**src/rtl/vr_tooth_qualifier_pkg.sv**
```systemverilog
// Shared types and default constants for the crank tooth qualifier.
package vr_tooth_qualifier_pkg;

    typedef enum logic [1:0] {
        ST_IDLE  = 2'd0,
        ST_FIRST = 2'd1,
        ST_RUN   = 2'd2
    } vr_state_e;

    localparam int DEF_DEBOUNCE_CYCLES = 8;
    localparam int DEF_MIN_FRAC_SHIFT  = 2;
    localparam int DEF_STALL_CYCLES    = 400000;
    localparam int DEF_PERIOD_W        = 32;

endpackage

```
**src/rtl/vr_tooth_qualifier_level_debouncer.sv**
```systemverilog
// Level debouncer: the filtered level follows din once din has disagreed with it
// for DEBOUNCE_CYCLES+1 consecutive samples; rise strobes on each filtered 0->1.
module level_debouncer
    import vr_tooth_qualifier_pkg::*;
#(
    parameter int DEBOUNCE_CYCLES = DEF_DEBOUNCE_CYCLES
) (
    input  logic clk,
    input  logic reset_n,
    input  logic din,
    output logic level,
    output logic rise
);

    localparam logic [7:0] CNT_TH = 8'(DEBOUNCE_CYCLES);

    logic [7:0] r_cnt;
    logic       r_level;
    logic       r_rise;

    always_ff @(posedge clk or negedge reset_n) begin
        if (!reset_n) begin
            r_cnt   <= '0;
            r_level <= 1'b0;
            r_rise  <= 1'b0;
        end else begin
            r_rise <= 1'b0;
            if (din == r_level) begin
                r_cnt <= '0;
            end else if (r_cnt == CNT_TH) begin
                r_level <= din;
                r_cnt   <= '0;
                r_rise  <= din;
            end else begin
                r_cnt <= r_cnt + 8'd1;
            end
        end
    end

    assign level = r_level;
    assign rise  = r_rise;

endmodule

```
**src/rtl/vr_tooth_qualifier.sv**
```systemverilog
// Crank tooth qualifier: debounces vr_sync, rejects early edges against the last
// accepted period, measures tooth period and flags engine stall.
module vr_tooth_qualifier
    import vr_tooth_qualifier_pkg::*;
#(
    parameter int DEBOUNCE_CYCLES = DEF_DEBOUNCE_CYCLES,
    parameter int MIN_FRAC_SHIFT  = DEF_MIN_FRAC_SHIFT,
    parameter int STALL_CYCLES    = DEF_STALL_CYCLES,
    parameter int PERIOD_W        = DEF_PERIOD_W
) (
    input  logic                clk,
    input  logic                reset_n,
    input  logic                vr_sync,
    output logic                tooth_pulse,
    output logic [PERIOD_W-1:0] tooth_period,
    output logic                period_valid,
    output logic                stall,
    output logic [7:0]          reject_cnt
);

    localparam logic [PERIOD_W-1:0] STALL_TH = PERIOD_W'(STALL_CYCLES);

    logic                w_level;
    logic                w_rise;
    logic                w_cand;
    logic                w_accept;
    logic [PERIOD_W-1:0] w_min;
    logic [PERIOD_W-1:0] w_cnt_inc;

    vr_state_e           r_state;
    logic [PERIOD_W-1:0] r_cnt;
    logic [PERIOD_W-1:0] r_period;
    logic                r_pulse;
    logic                r_pv;
    logic                r_stall;
    logic [7:0]          r_rej;

    level_debouncer #(
        .DEBOUNCE_CYCLES(DEBOUNCE_CYCLES)
    ) u_deb (
        .clk     (clk),
        .reset_n (reset_n),
        .din     (vr_sync),
        .level   (w_level),
        .rise    (w_rise)
    );

    assign w_cand    = w_rise & w_level;
    assign w_min     = r_period >> MIN_FRAC_SHIFT;
    assign w_cnt_inc = (&r_cnt) ? r_cnt : r_cnt + 1'b1;
    // r_cnt is the distance to the last pulse as seen by the pulse this edge would make
    assign w_accept  = w_cand && ((r_state == ST_FIRST) ||
                                  (r_state == ST_RUN && r_cnt >= w_min));

    always_ff @(posedge clk or negedge reset_n) begin
        if (!reset_n) begin
            r_state  <= ST_IDLE;
            r_cnt    <= '0;
            r_period <= '0;
            r_pulse  <= 1'b0;
            r_pv     <= 1'b0;
            r_stall  <= 1'b1;
            r_rej    <= '0;
        end else begin
            r_pulse <= 1'b0;
            r_pv    <= 1'b0;
            r_cnt   <= w_cnt_inc;
            case (r_state)
                ST_IDLE: begin
                    if (w_cand) begin
                        r_pulse <= 1'b1;
                        r_stall <= 1'b0;
                        r_cnt   <= PERIOD_W'(1);
                        r_state <= ST_FIRST;
                    end
                end
                ST_FIRST, ST_RUN: begin
                    if (w_accept) begin
                        r_pulse  <= 1'b1;
                        r_pv     <= 1'b1;
                        r_period <= r_cnt;
                        r_cnt    <= PERIOD_W'(1);
                        r_state  <= ST_RUN;
                    end else begin
                        if (w_cand && r_rej != 8'hFF)
                            r_rej <= r_rej + 8'd1;
                        if (r_cnt >= STALL_TH) begin
                            r_stall  <= 1'b1;
                            r_period <= '0;
                            r_state  <= ST_IDLE;
                        end
                    end
                end
                default: r_state <= ST_IDLE;
            endcase
        end
    end

    assign tooth_pulse  = r_pulse;
    assign tooth_period = r_period;
    assign period_valid = r_pv;
    assign stall        = r_stall;
    assign reject_cnt   = r_rej;

endmodule
```
**config.mk**
```make
export PLATFORM = sky130hd
export DESIGN_NAME = vr_tooth_qualifier
export DESIGN_NICKNAME = d
export VERILOG_FILES = /design/src/rtl/vr_tooth_qualifier_pkg.sv /design/src/rtl/vr_tooth_qualifier_level_debouncer.sv /design/src/rtl/vr_tooth_qualifier.sv
export SDC_FILE = /design/constraint.sdc
export NUM_CORES = 1
export LEC_CHECK = 0
export ABC_AREA = 0
export BUFFER_PORTS_ARGS = -buffer_cell sky130_fd_sc_hd__buf_2
export CAP_MARGIN = 5
export CORE_ASPECT_RATIO = 1.1
export CORE_MARGIN = 2
export CORE_UTILIZATION = 65
export DETAILED_ROUTE_END_ITERATION = 8
export PLACE_DENSITY = 0.95
export SLEW_MARGIN = 20
export SYNTH_ARGS = -nofsm -noshare
export SYNTH_HDL_FRONTEND = slang
export SYNTH_SLANG_ARGS = --single-unit
```
**constraint.sdc**
```tcl
create_clock -name clk -period 7.3 [get_ports clk]
set_clock_uncertainty 0.1 [all_clocks]
set_input_delay 1.46 -clock clk [delete_from_list [all_inputs] [get_ports clk]]
set_output_delay 1.46 -clock clk [all_outputs]
set_load 0.01 [all_outputs]
```
# Word-level counts from Yosys, hierarchy flattened

Cells that the tools add are included.

Bits in read-only memories: 0
Input port bits: 3
Memory bits (writable): 0
Output and inout port bits: 43
Latch bits: 0
Register bits: 87
Memories kept: 0

Shifts and indexed selects: 0
$add $sub $neg: 3
Div/mod/pow operators: 0
Multipliers: 0
Muxes and demuxes: 22
Eq/ne operators: 9
Reductions and logical operators: 14
Order comparisons: 2
Bitwise operators: 3

Operators with widths:

| operator              | number |
|---|---|
| $mux 32               | 5 |
| $pmux 32 s2           | 1 |
| $add 32x1->32 const B | 1 |
| $ge 32x19->1 const B  | 1 |
| $ge 32x30->1          | 1 |
| $reduce_and 32->1     | 1 |
| $add 8x1->8 const B   | 2 |
| $mux 8                | 2 |
| $eq 8x4->1 const B    | 1 |
| $mux 1                | 8 |
| $ne 8x8->1 const B    | 1 |
| $mux 2                | 3 |
| $ne 2x2->1 const B    | 3 |
| $reduce_and 2->1      | 3 |
| $pmux 1 s2            | 2 |
| $pmux 2 s2            | 1 |
| $reduce_and 4->1      | 1 |
| $reduce_bool 2->1     | 2 |
| $logic_and 1x1->1     | 3 |
| $ne 3x3->1 const B    | 1 |
| $reduce_and 3->1      | 1 |
| $eq 2x1->1 const B    | 1 |
| $eq 2x2->1 const B    | 1 |
| $logic_not 2->1       | 1 |
| 5 further kinds       | 6 |

# Longest topological paths before layout

Depth after elaboration: 6
Mapped depth: 10
Gate-level depth less buffers: 8

# Cells and area by module

A second synthesis with hierarchy kept.

Cells, all modules: 541
Area, all modules: 5142.4 sq um

Modules (own cells, without submodules):

| module             | area an instance (sq um) | cells an instance | times used |
|---|---|---|---|
| vr_tooth_qualifier | 4662.0                   | 495               | 1 |
| level_debouncer    | 480.5                    | 46                | 1 |

# Least setup slack after synthesis

No wires, ideal clock.

Path type: register to register
Start: register r_cnt[13]
End: register r_period[10] (netlist: tooth_period[10])
Library setup time: 131 ps
Data arrival time: 2441 ps
Slack: 4628 ps
Stages on the path, launching flop included: 10
Cells stage by stage: dfrtp_1 > ha_1 > nand4_1 > nor3_1 > or4b_2 > a31oi_1 > o21bai_1 > buf_2 > buf_2 > mux2i_1

Cells in the longest elaborated chain, start to end: 6
Elaborated cells on any way between the ends: 8
Classes of those cells: order compare (2); mux (1); reduce/logical (5)

Ends and longest elaborated chain:

| what                        | RTL line                 | RTL |
|---|---|---|
| start: declaration          | vr_tooth_qualifier.sv:31 | `logic [PERIOD_W-1:0] r_cnt;` |
| start signal: assignment    | vr_tooth_qualifier.sv:67 | `r_cnt <= w_cnt_inc;` |
| $ge 32x30->1                | vr_tooth_qualifier.sv:53 | `(r_state == ST_RUN && r_cnt >= w_min));` |
| $logic_and 1x1->1           | vr_tooth_qualifier.sv:53 |  |
| $logic_or 1x1->1            | vr_tooth_qualifier.sv:52 | `assign w_accept = w_cand && ((r_state == ST_FIRST) \|\|` |
| $logic_and 1x1->1           | vr_tooth_qualifier.sv:52 |  |
| $reduce_bool 2->1 (no line) | -                        |  |
| $reduce_and 2->1 (no line)  | -                        |  |
| end signal: assignment      | vr_tooth_qualifier.sv:81 | `r_period <= r_cnt;` |
| end: declaration            | vr_tooth_qualifier.sv:32 | `logic [PERIOD_W-1:0] r_period;` |

Parallel ways exist; a longest one is shown, timed or not.
A chain may end at the register's enable or synchronous reset.

# Worst setup path in the final report

Start: register r_cnt[15]
End: register r_period[26] (netlist: tooth_period[26])

Same word-level chain as after synthesis.

==> results.json <==
{
  "drc_errors": 0,
  "cap_violations": 0,
  "die_w_um": 89.22,
  "synth.area.top_cells": "dfrtp_1, ha_1, mux2i_1",
  "synth-seq-area-share": 0.4195,
  "cp-startpoint": "r_cnt[15]$_DFF_PN0_",
  "max_freq_mhz": 290.6,
  "power_leakage_nw": 2.799,
  "grt-ovfl-total": 0,
  "clk_pin_slew_ns": 0.09,
  "final_antenna_net_count": 0,
  "hold_viol": 0,
  "cts-hold-fix-buffers": 0,
  "grt_max_degree": 88,
  "insertion_delay_ns": 0.36,
  "yosysMostFrequentCell": "dfrtp_1",
  "vias": 4276,
  "maxSlewViolCount": 0,
  "dieArea_mm2": 0.008720,
  "wl_per_cell_um": 16.89,
  "drtIter0Drc": 349,
  "core_area_mm2": 0.007828,
  "die_h_um": 97.74,
  "tns_ns": 0,
  "min_period_over_period": 0.4714,
  "cts_max_level": 3,
  "area_growth_pct": 10.00,
  "crit_path_max_incr_delay_ns": 0.68,
  "rsz0062_at_grt": "no",
  "crit_arrival_ns": 3.61,
  "grt_pass1_wl_mm": 20.09,
  "num_antenna_cells": 0,
  "cts_buffers": 9,
  "syn_area_mm2": 0.005192,
  "cp_max_fo": 35,
  "critPathKind": "reg2reg",
  "grt_pass1_vias": 4343,
  "synthTopCellsByCount": "dfrtp_1, inv_1, nand2_1, nor2_1, ha_1",
  "root_buffer": "clkbuf_8",
  "worst_pin_slew_ns": 0.9537,
  "floorplan.initialDensity": 0.6634,
  "synth_top_cell_by_area": "dfrtp_1",
  "synthFlopType": "dfrtp_1",
  "fin_worst_hold_slack_ns": 0.3843,
  "synthCells": 543,
  "ctsResizeCount": 0,
  "clockBufferDepth": 2,
  "routed_wl_mm": 11.79,
  "reg2reg_to": "tooth_period[26]$_DFFE_PN0P_",
  "period_minus_slack_ns": 3.441,
  "grt_antenna_before_repair": 0,
  "crit_path_end": "tooth_period[26]$_DFFE_PN0P_",
  "yosysWarnings": 0,
  "cts_tree": "yes",
  "r2r_cells": 8,
  "power_density_mw_per_mm2": 195.2,
  "final_nets": 627,
  "rows": 34,
  "setup_viol": 0,
  "async_flop_share": 1.000,
  "min_delay_path_depth": 1,
  "cts_setup_buffers": 0,
  "peakVddDrop_mv": 0.1870,
  "required_ns": 7.47,
  "grt_usage": 0.2891,
  "worstHoldPathType": "reg2reg",
  "place_hpwl_mm": 8.476,
  "syn_nets": 585,
  "synth_top_cell_area_share": 0.4145,
  "cp-start-kind": "register",
  "synth_edf_count": 0,
  "crit_family": "simple AND/OR/NAND/NOR gates",
  "crit_cells": 8,
  "ys_ff_latch": 87,
  "status": "finished, final reports clean",
  "cts.sinks": 87,
  "final_util": 0.7297,
  "cp-end-kind": "register",
  "port_buffers": 45,
  "r2r_slack_ns": 3.86,
  "gp_congestion": 0.8949,
  "slew_headroom": 0.3642,
  "drtPass1Iterations": 5,
  "drive_gt1_frac": 0.1458,
  "io_pins": 46,
  "path_buf_inv": 1,
  "fillers": 570,
  "synth_cell_types": 59,
  "cpMaxStageDelayCell": "or4b_2",
  "vias_per_cell": 6.126,
  "path_cells": "ha_1 > nand4_1 > nor3_1 > or4b_2 > a31oi_2 > o21bai_4 > buf_4 > mux2i_1",
  "avgSynthCellArea_um2": 9.563,
  "r2r-start": "r_cnt[15]$_DFF_PN0_"
}
-- layout make-up --
class / count / area [um2] / area share
multi-input cells: 371 / 2676 / 0.4686
flip-flops and latches: 87 / 2178 / 0.3814
repair buffers: 49 / 265.3 / 0.04644
inverters: 67 / 251.5 / 0.04403
clock buffers: 10 / 137.6 / 0.02410
well taps: 108 / 135.1 / 0.02366
clock inverters: 6 / 67.56 / 0.01183
-- state kept, by name, summed over array words and instances, names as in the netlist --
signal,cells
u_deb.r_cnt,8
u_deb.level,1
r_cnt,32
u_deb.rise,1
tooth_period,32
r_state,2
period_valid,1
tooth_pulse,1
stall,1
reject_cnt,8
-- cells by family (layout without fill, tap and decap cells) --
family	Yosys count	in the layout	synth area share
xor+xnor	40	40	0.06747
buf+inv	85	132	0.06916
mux	34	34	0.06602
simple gates	180	180	0.1778
flops	87	87	0.4195
fa+ha+maj	39	39	0.09398
compound gates	78	78	0.1060
-- layout by cell type (no fill, tap or decap), types with 4 or more instances in the layout --
cell type  synthesis  routed
a2111oi_0         15      15
a21oi_1           25      25
and3_1             6       6
and4_1             4       4
buf_2              9      44
clkbuf_8           1      10
dfrtp_1           86      86
ha_1              39      39
inv_1             67      67
mux2i_1           32      32
nand2_1           55      55
nand3_1           20      20
nand4_1           12      12
nor2_1            42      42
nor3_1            13      13
nor4_1            10      10
o21ai_0            9       9
xnor2_1           27      27
xor2_1            13      13
-- routing by layer --
layer  wire [um]  vias to the layer above  GRT usage
met4         400                        0     0.1274
met3         716                       35    0.06424
met5           0                        -          0
met2        5921                      184     0.4741
li1            -                     1972          -
met1        4752                     2085     0.3623
-- worst min path at each step --
| stage | start | to | slack (ns) |
|---|---|---|---|
| floorplan | u_deb.level$_DFFE_PN0P_ | u_deb.rise$_DFF_PN0_ | 0.38 |
| global placement | reject_cnt[3]$_DFFE_PN0P_ | reject_cnt[3]$_DFFE_PN0P_ | 0.37 |
| detailed placement | reject_cnt[3]$_DFFE_PN0P_ | reject_cnt[3]$_DFFE_PN0P_ | 0.37 |
| CTS | reject_cnt[3]$_DFFE_PN0P_ | reject_cnt[3]$_DFFE_PN0P_ | 0.39 |
| global route | reject_cnt[3]$_DFFE_PN0P_ | reject_cnt[3]$_DFFE_PN0P_ | 0.43 |
| finish | reject_cnt[3]$_DFFE_PN0P_ | reject_cnt[3]$_DFFE_PN0P_ | 0.38 |
-- per-stage QoR --
step / total power [W] / setup WS (ns) / cell area, um2 / std cells
final: 0.001115 / 3.859 / 5712 / 698
after global routing: 0.001169 / 3.647 / 5712 / 698
after CTS: 0.001117 / 3.626 / 5690 / 697
after detailed placement: 0.0007714 / 3.660 / 5485 / 681
after global placement: 0.0007508 / 3.793 / 5485 / 681
after floorplan: 0.0007090 / 4.628 / 5192 / 543
-- where the power goes --
group	internal [W]	leakage, nW	switching [W]
Sequential	0.000510	1.20	0.0000448
Combinational	0.0000809	1.50	0.000133
Clock	0.000169	0.0993	0.000178
(Power assumes the default switching activity.)
